<file path="config.mk">
export PLATFORM = sky130hd
export DESIGN_NAME = uart_cmd_assembler
export DESIGN_NICKNAME = d
export VERILOG_FILES = /design/src/rtl/uart_cmd_assembler.sv
export SDC_FILE = /design/constraint.sdc
export NUM_CORES = 1
export LEC_CHECK = 0
export CAP_MARGIN = 40
export CORE_ASPECT_RATIO = 1.4
export CORE_MARGIN = 5
export CORE_UTILIZATION = 47
export CTS_CLUSTER_DIAMETER = 200
export DETAILED_ROUTE_END_ITERATION = 8
export GPL_TIMING_DRIVEN = 0
export HOLD_SLACK_MARGIN = 0.12
export PLACE_DENSITY = 0.74
export SYNTH_ARGS = -nofsm -noshare
export SYNTH_HDL_FRONTEND = slang
export SYNTH_SLANG_ARGS = --single-unit
</file>
<file path="constraint.sdc">
create_clock -name clk -period 3 [get_ports clk]
set_input_delay 0.3 -clock clk [delete_from_list [all_inputs] [get_ports clk]]
set_output_delay 0.3 -clock clk [all_outputs]
set_load 0.02 [all_outputs]
</file>
<file path="src/rtl/uart_cmd_assembler.sv">
// Packs received UART byte pairs into 16-bit commands and forwards response bytes
// to the transmitter; a lone high byte is dropped after an inter-byte timeout.
module uart_cmd_assembler #(
    parameter int TIMEOUT_CLKS = 1000000,
    parameter int TO_W         = 20
) (
    input  logic        clk,
    input  logic        rst,
    input  logic        rx_rdy,
    input  logic [7:0]  rx_data,
    output logic        clr_rx_rdy,
    output logic [15:0] cmd,
    output logic        cmd_rdy,
    input  logic        clr_cmd_rdy,
    input  logic [7:0]  resp,
    input  logic        snd_resp,
    output logic [7:0]  tx_data,
    output logic        trmt,
    input  logic        tx_done,
    output logic        resp_sent,
    output logic        byte_to,
    output logic        resp_drop
);

    typedef enum logic {RX_HI, RX_LO} rx_state_t;
    typedef enum logic {TX_IDLE, TX_BUSY} tx_state_t;

    localparam logic [TO_W-1:0] TO_LAST = TO_W'(TIMEOUT_CLKS - 1);

    rx_state_t       rx_state_q, rx_state_d;
    tx_state_t       tx_state_q, tx_state_d;
    logic [7:0]      hi_q, hi_d;
    logic [TO_W-1:0] cnt_q, cnt_d;
    logic [15:0]     cmd_q, cmd_d;
    logic            cmd_rdy_q, cmd_rdy_d;
    logic            byte_to_q, byte_to_d;
    logic [7:0]      tx_data_q, tx_data_d;
    logic            trmt_q, trmt_d;
    logic            resp_sent_q, resp_sent_d;
    logic            resp_drop_q, resp_drop_d;

    always_comb begin
        rx_state_d = rx_state_q;
        hi_d       = hi_q;
        cnt_d      = cnt_q;
        cmd_d      = cmd_q;
        cmd_rdy_d  = cmd_rdy_q;
        byte_to_d  = 1'b0;
        clr_rx_rdy = 1'b0;
        if (clr_cmd_rdy)
            cmd_rdy_d = 1'b0;
        case (rx_state_q)
            RX_HI: begin
                if (rx_rdy) begin
                    clr_rx_rdy = 1'b1;
                    hi_d       = rx_data;
                    cmd_rdy_d  = 1'b0;
                    cnt_d      = '0;
                    rx_state_d = RX_LO;
                end
            end
            RX_LO: begin
                // A low byte on the limit cycle takes priority over the timeout.
                if (rx_rdy) begin
                    clr_rx_rdy = 1'b1;
                    cmd_d      = {hi_q, rx_data};
                    cmd_rdy_d  = 1'b1;
                    rx_state_d = RX_HI;
                end else if (cnt_q == TO_LAST) begin
                    byte_to_d  = 1'b1;
                    hi_d       = '0;
                    cnt_d      = '0;
                    rx_state_d = RX_HI;
                end else begin
                    cnt_d = cnt_q + TO_W'(1);
                end
            end
            default: rx_state_d = RX_HI;
        endcase
    end

    always_comb begin
        tx_state_d  = tx_state_q;
        tx_data_d   = tx_data_q;
        trmt_d      = 1'b0;
        resp_sent_d = 1'b0;
        resp_drop_d = 1'b0;
        case (tx_state_q)
            TX_IDLE: begin
                if (snd_resp) begin
                    tx_data_d  = resp;
                    trmt_d     = 1'b1;
                    tx_state_d = TX_BUSY;
                end
            end
            TX_BUSY: begin
                if (snd_resp)
                    resp_drop_d = 1'b1;
                if (tx_done) begin
                    resp_sent_d = 1'b1;
                    tx_state_d  = TX_IDLE;
                end
            end
            default: tx_state_d = TX_IDLE;
        endcase
    end

    always_ff @(posedge clk or posedge rst) begin
        if (rst) begin
            rx_state_q  <= RX_HI;
            tx_state_q  <= TX_IDLE;
            hi_q        <= '0;
            cnt_q       <= '0;
            cmd_q       <= '0;
            cmd_rdy_q   <= 1'b0;
            byte_to_q   <= 1'b0;
            tx_data_q   <= '0;
            trmt_q      <= 1'b0;
            resp_sent_q <= 1'b0;
            resp_drop_q <= 1'b0;
        end else begin
            rx_state_q  <= rx_state_d;
            tx_state_q  <= tx_state_d;
            hi_q        <= hi_d;
            cnt_q       <= cnt_d;
            cmd_q       <= cmd_d;
            cmd_rdy_q   <= cmd_rdy_d;
            byte_to_q   <= byte_to_d;
            tx_data_q   <= tx_data_d;
            trmt_q      <= trmt_d;
            resp_sent_q <= resp_sent_d;
            resp_drop_q <= resp_drop_d;
        end
    end

    assign cmd       = cmd_q;
    assign cmd_rdy   = cmd_rdy_q;
    assign byte_to   = byte_to_q;
    assign tx_data   = tx_data_q;
    assign trmt      = trmt_q;
    assign resp_sent = resp_sent_q;
    assign resp_drop = resp_drop_q;

endmodule

</file>
== Word-level counts from Yosys, hierarchy flattened ==
Cells that the tools add are included.
Operators by class
  $add $sub $neg: 1
  equal/unequal tests: 4
  muxes and demuxes: 26
  bitwise operators: 2
  reductions and logical operators: 4
Operators with widths (number)
  $mux W20: 3
  $pmux W20 S2: 1
  $mux W8: 3
  $add A20 B1 Y20 const B: 1
  $eq A20 B20 Y1 const B: 1
  $pmux W8 S2: 1
  $mux W1: 15
  $pmux W1 S2: 3
  $reduce_and A2 Y1: 3
  $ne A2 B2 Y1 const B: 2
  $reduce_and A3 Y1: 1
  $ne A2 B1 Y1 const B: 1
  $not A1 Y1: 2
Word-level totals
  flip-flop bits (word level): 59
  input bits: 22
  output and inout port bits: 30
  logic and storage cells: 48

== Depth between registers and ports, before layout ==
  depth after elaboration: 4
  mapped depth: 8
  mapped depth without buffers: 6

== Least setup slack after synthesis ==
OpenSTA, ideal clock, no wires.
  kind: register -> register
  start: reg rx_state_q
  end: reg cnt_q[19]
  setup time: 0.088 ns
  arrival time: 2.372 ns
  required time: 2.912 ns
  slack: 0.540 ns
  cell stages (with the launch flop): 9
  buffers on the path: 2
  clock period less this slack: 2.460 ns
  cell sequence: dfrtp_1 -> clkbuf_1 -> inv_1 -> ha_1 -> nand4_2 -> or4_1 -> buf_2 -> or4_1 -> a22oi_1
Between the ends
  cells in the longest elaborated chain, start to end: 3
  elaborated cells between the ends (all ways): 5
  those cells by class: 2 x eq/ne; 1 x mux; 1 x bitwise; 1 x reduce/logical
RTL lines
  from (decl): RTL line 30  | rx_state_t rx_state_q, rx_state_d;
  from (signal assigned): RTL line 122  | rx_state_q <= rx_state_d;
  $not A1 Y1
  $ne A2 B2 Y1 (no source line)
  $reduce_and A2 Y1 (no source line)
  to (signal assigned): RTL line 125  | cnt_q <= cnt_d;
  to (decl): RTL line 33  | logic [TO_W-1:0] cnt_q, cnt_d;
Several ways; a longest one is shown, not always the timed one.
A chain may end at the register's enable or synchronous reset.

== Worst setup path after layout ==
  start: in rx_rdy
  end: reg cnt_q[19]
Between the ends
  cells in the longest elaborated chain, start to end: 2
  elaborated cells between the ends (all ways): 3
  those cells by class: 2 x eq/ne; 1 x reduce/logical
RTL lines
  from (decl): RTL line 9  | input logic rx_rdy,
  $ne A2 B2 Y1 (no source line)
  $reduce_and A2 Y1 (no source line) *
Every way passes the cells marked *; elsewhere a longest branch is shown, timed or not.

==> results.yml <==
outcome:
  outcome: "finished, final reports clean"
pwr:
  power_density_nw_per_um2: 897
  p_comb_frac: 0.361
  clkPwrFrac: 0.249
  p_sw_frac: 0.336
  switchingPower_uw: 1020
  power_uw: 3050
  power_leakage_uw: 0.00143
  pwr-share-seq: 0.390
  vdd_drop_max_v: 0.000428
  intPower_uw: 2030
clocking:
  htreeDepth: 3
  numCtsBuffers: 9
  clockBufferDepth: 2
  cts-root-buf: "clkbuf_8"
  cts_setup_buffers: 0
  ctsHoldBuffers: 0
  cts_tree: "yes"
  cts_resized: 0
  cts.sinks: 59
  insertion_delay_ps: 320
  clk_pin_slew_ps: 70
worst_setup_path:
  r2r_slack_ps: 340
  cpPeakStageDelay_ps: 560
  path_class: "in -> reg"
  crit_fanout: 8
  critPathSlowestCell: "or4_1"
  r2r_end: "cnt_q[19]"
  end_kind: "register"
  start_kind: "primary input"
  path_buf_inv: 3
  worst_r2r_startpoint: "rx_state_q"
  cp_cell_sequence: "clkdlybuf4s50_1, inv_1, ha_1, nand4_2, or4_1, buf_2, or4_1, a22oi_1"
  worstPathArrival_ps: 2900
  cp.required_ps: 3240
  cpLargestDelayFamily: "simple AND/OR/NAND/NOR gates"
  reg2reg_depth: 7
  startpoint: "rx_rdy"
  cpMostUsedCell: "or4_1"
timing:
  timing.final.max_slew_violations: 0
  hold_viol_final: 0
  rsz0062_at_grt: "false"
  fmax_mhz: 376
  post-route-min-period_ps: 2660
  holdWs_ps: 324
  clock_skew_ps: 7.24
  final.setup.tns_ps: 0
  finalCritPeriodShare: 0.887
  setup_violations: 0
  slew_headroom: 0.543
  worst_pin_slew_ps: 680
route:
  top_layer: "met4"
  ant_nets: 0
  vias_per_cell: 5.39
  drt_wl_total_um: 5460
  wl_met3_um: 240
  drt_iter0_markers: 147
  vias: 1929
  wl_per_cell_um: 15.2
  drcViolationCount: 0
  routed-wl-met2_um: 2860
  drt-met1-wl_um: 2250
  firstDrtPassIters: 4
synthesis:
  synth_top_area_frac: 0.573
  seq_area_frac_synth: 0.573
  synth_fa_ha_area_frac: 0.0146
  synthSimpleGateAreaFrac: 0.123
  ys_top_cells_by_area: "dfrtp_1 57%, mux2_2 10%, a22oi_1 4.4%"
  synth-compound-area-share: 0.110
  synth_area_leader_cell: "dfrtp_1"
  mappedNetlistNets: 248
  yosys_warnings: 0
  synth.avg_cell_area_um2: 11.6
  synth_top_family_by_area: "simple AND/OR/NAND/NOR gates"
  synthMuxAreaShare: 0.113
  syn_area_um2: 2580
  netlist_instances: 223
  ys_seq_elements: 59
  synth-xor-area-share: 0.0272
  ys_types: 38
finish:
  layout_common_cells: "59 x dfrtp_1, 51 x clkdlybuf4s50_1, 24 x mux2_2"
  layout_commonest_cell: "dfrtp_1"
  layout.nets: 310
  drive_gt1_frac: 0.155
  area_delta_synth_final_pct: 31.8
  diodes: 0
placed_design:
  gp_congestion: 0.812
  io_buffers: 51
  hpwl_um: 3940
grt:
  grt.overflow.total: 0
  grt_pass1_wl_um: 9400
  antenna_found_initial: 0
  gr-usage-all-layers: 0.168
  grt_max_degree: 38
  grt_pass1_vias: 2013
die:
  core_area_um2: 5410
  initial_core_util: 0.477
  die_y_um: 97.6
  dieArea_um2: 7090
  die_w_um: 72.6
  ioPinCount: 52
  fp-row-count: 32
hold_path:
  hold_path.class: "in -> async"
flow_run:
  cap_violations: 0
## stage by stage
| step | instance area (µm²) | std cells | util | setup slack [ps] |
|---|---|---|---|---|
| floorplan | 2580 | 223 | - | 540 |
| global placement | 3170 | 342 | 0.587 | 38.8 |
| detailed placement | 3190 | 343 | 0.591 | -14.3 |
| CTS | 3400 | 359 | 0.630 | 192 |
| global route | 3400 | 358 | 0.629 | 143 |
| finish | 3400 | 358 | 0.629 | 338 |
## layout make-up
type / count / area (µm²)
tap: 68 / 85.1
multi-input combinational: 138 / 1000
timing repair buffer: 52 / 531
fill: 450 / 2010
clock buffer: 11 / 131
clock inverter: 5 / 77.6
buffer: 11 / 46.3
inverter: 14 / 52.6
sequential: 59 / 1480
## worst max path at each step
stage	end	depth (start not counted)
final	cnt_q[19]	8
after global routing	cnt_q[19]	7
after CTS	cnt_q[19]	8
after detailed placement	cnt_q[19]	8
after global placement	cnt_q[19]	8
after floorplan	cnt_q[19]	8
## worst reg2reg max path: stages, from the launching register on
cell     delay (ps)
dfrtp_1         500
inv_1           120
ha_1            390
nand4_2         200
or4_1           560
buf_2           180
or4_1           470
a22oi_1         160
## cell families after synthesis
| family | count (synthesis) |
|---|---|
| XOR/XNOR | 8 |
| AO/OA/AOI/OAI | 46 |
| AND/OR/NAND/NOR | 55 |
| flip-flops | 59 |
| multiplexers | 26 |
| buffers and inverters | 26 |
| adder cells (fa/ha/maj) | 3 |
## power groups by stage
| stage | logic [µW] | registers, µW | clock network (µW) |
|---|---|---|---|
| floorplan | 476 | 1350 | 0 |
| global placement | 1100 | 1170 | 0 |
| detailed placement | 1130 | 1190 | 0 |
| CTS | 1140 | 1180 | 781 |
| global route | 1190 | 1230 | 815 |
| finish | 1100 | 1190 | 758 |
## flip-flops by register name, summed over array words and instances, names as in the netlist
register and count:
tx_data 8, hi_q 8, trmt 1, cnt_q 20, cmd 16, resp_drop 1, cmd_rdy 1, rx_state_q 1
tx_state_q 1, byte_to 1, resp_sent 1
## layer usage
layer  GRT usage  vias to the layer above
met5           0                        -
met4      0.0795                        0
met3      0.0383                       10
met2       0.283                       43
met1       0.199                      958
li1            -                      918
## synthesized netlist by cell type
| master | instances |
|---|---|
| a21oi_1 | 8 |
| nor2_1 | 7 |
| nand2b_1 | 1 |
| nand4_2 | 2 |
| or2_2 | 1 |
| and2_1 | 3 |
| o2bb2ai_1 | 1 |
| a22oi_1 | 15 |
| or4_1 | 3 |
| buf_2 | 1 |
| nand2_1 | 12 |
| nor3_1 | 3 |
| xor2_1 | 1 |
| inv_1 | 14 |
| a22o_1 | 1 |
| nand3_1 | 4 |
| buf_4 | 1 |
| ha_1 | 3 |
| a211oi_1 | 1 |
| o21ai_0 | 16 |
| dfrtp_1 | 59 |
| nand3b_1 | 1 |
| a31oi_1 | 1 |
| nand4b_1 | 1 |
| xnor2_1 | 7 |
| nor4_1 | 2 |
| nor4bb_1 | 2 |
| clkbuf_1 | 10 |
| o211ai_1 | 1 |
| o31ai_1 | 1 |
| or3_1 | 6 |
| and4_1 | 1 |
| nand4_1 | 3 |
| mux2i_1 | 2 |
| o21ai_1 | 1 |
| mux2_2 | 24 |
| and3_1 | 1 |
| nor2b_1 | 2 |
No activity file was read; power rests on OpenSTA's default activity.
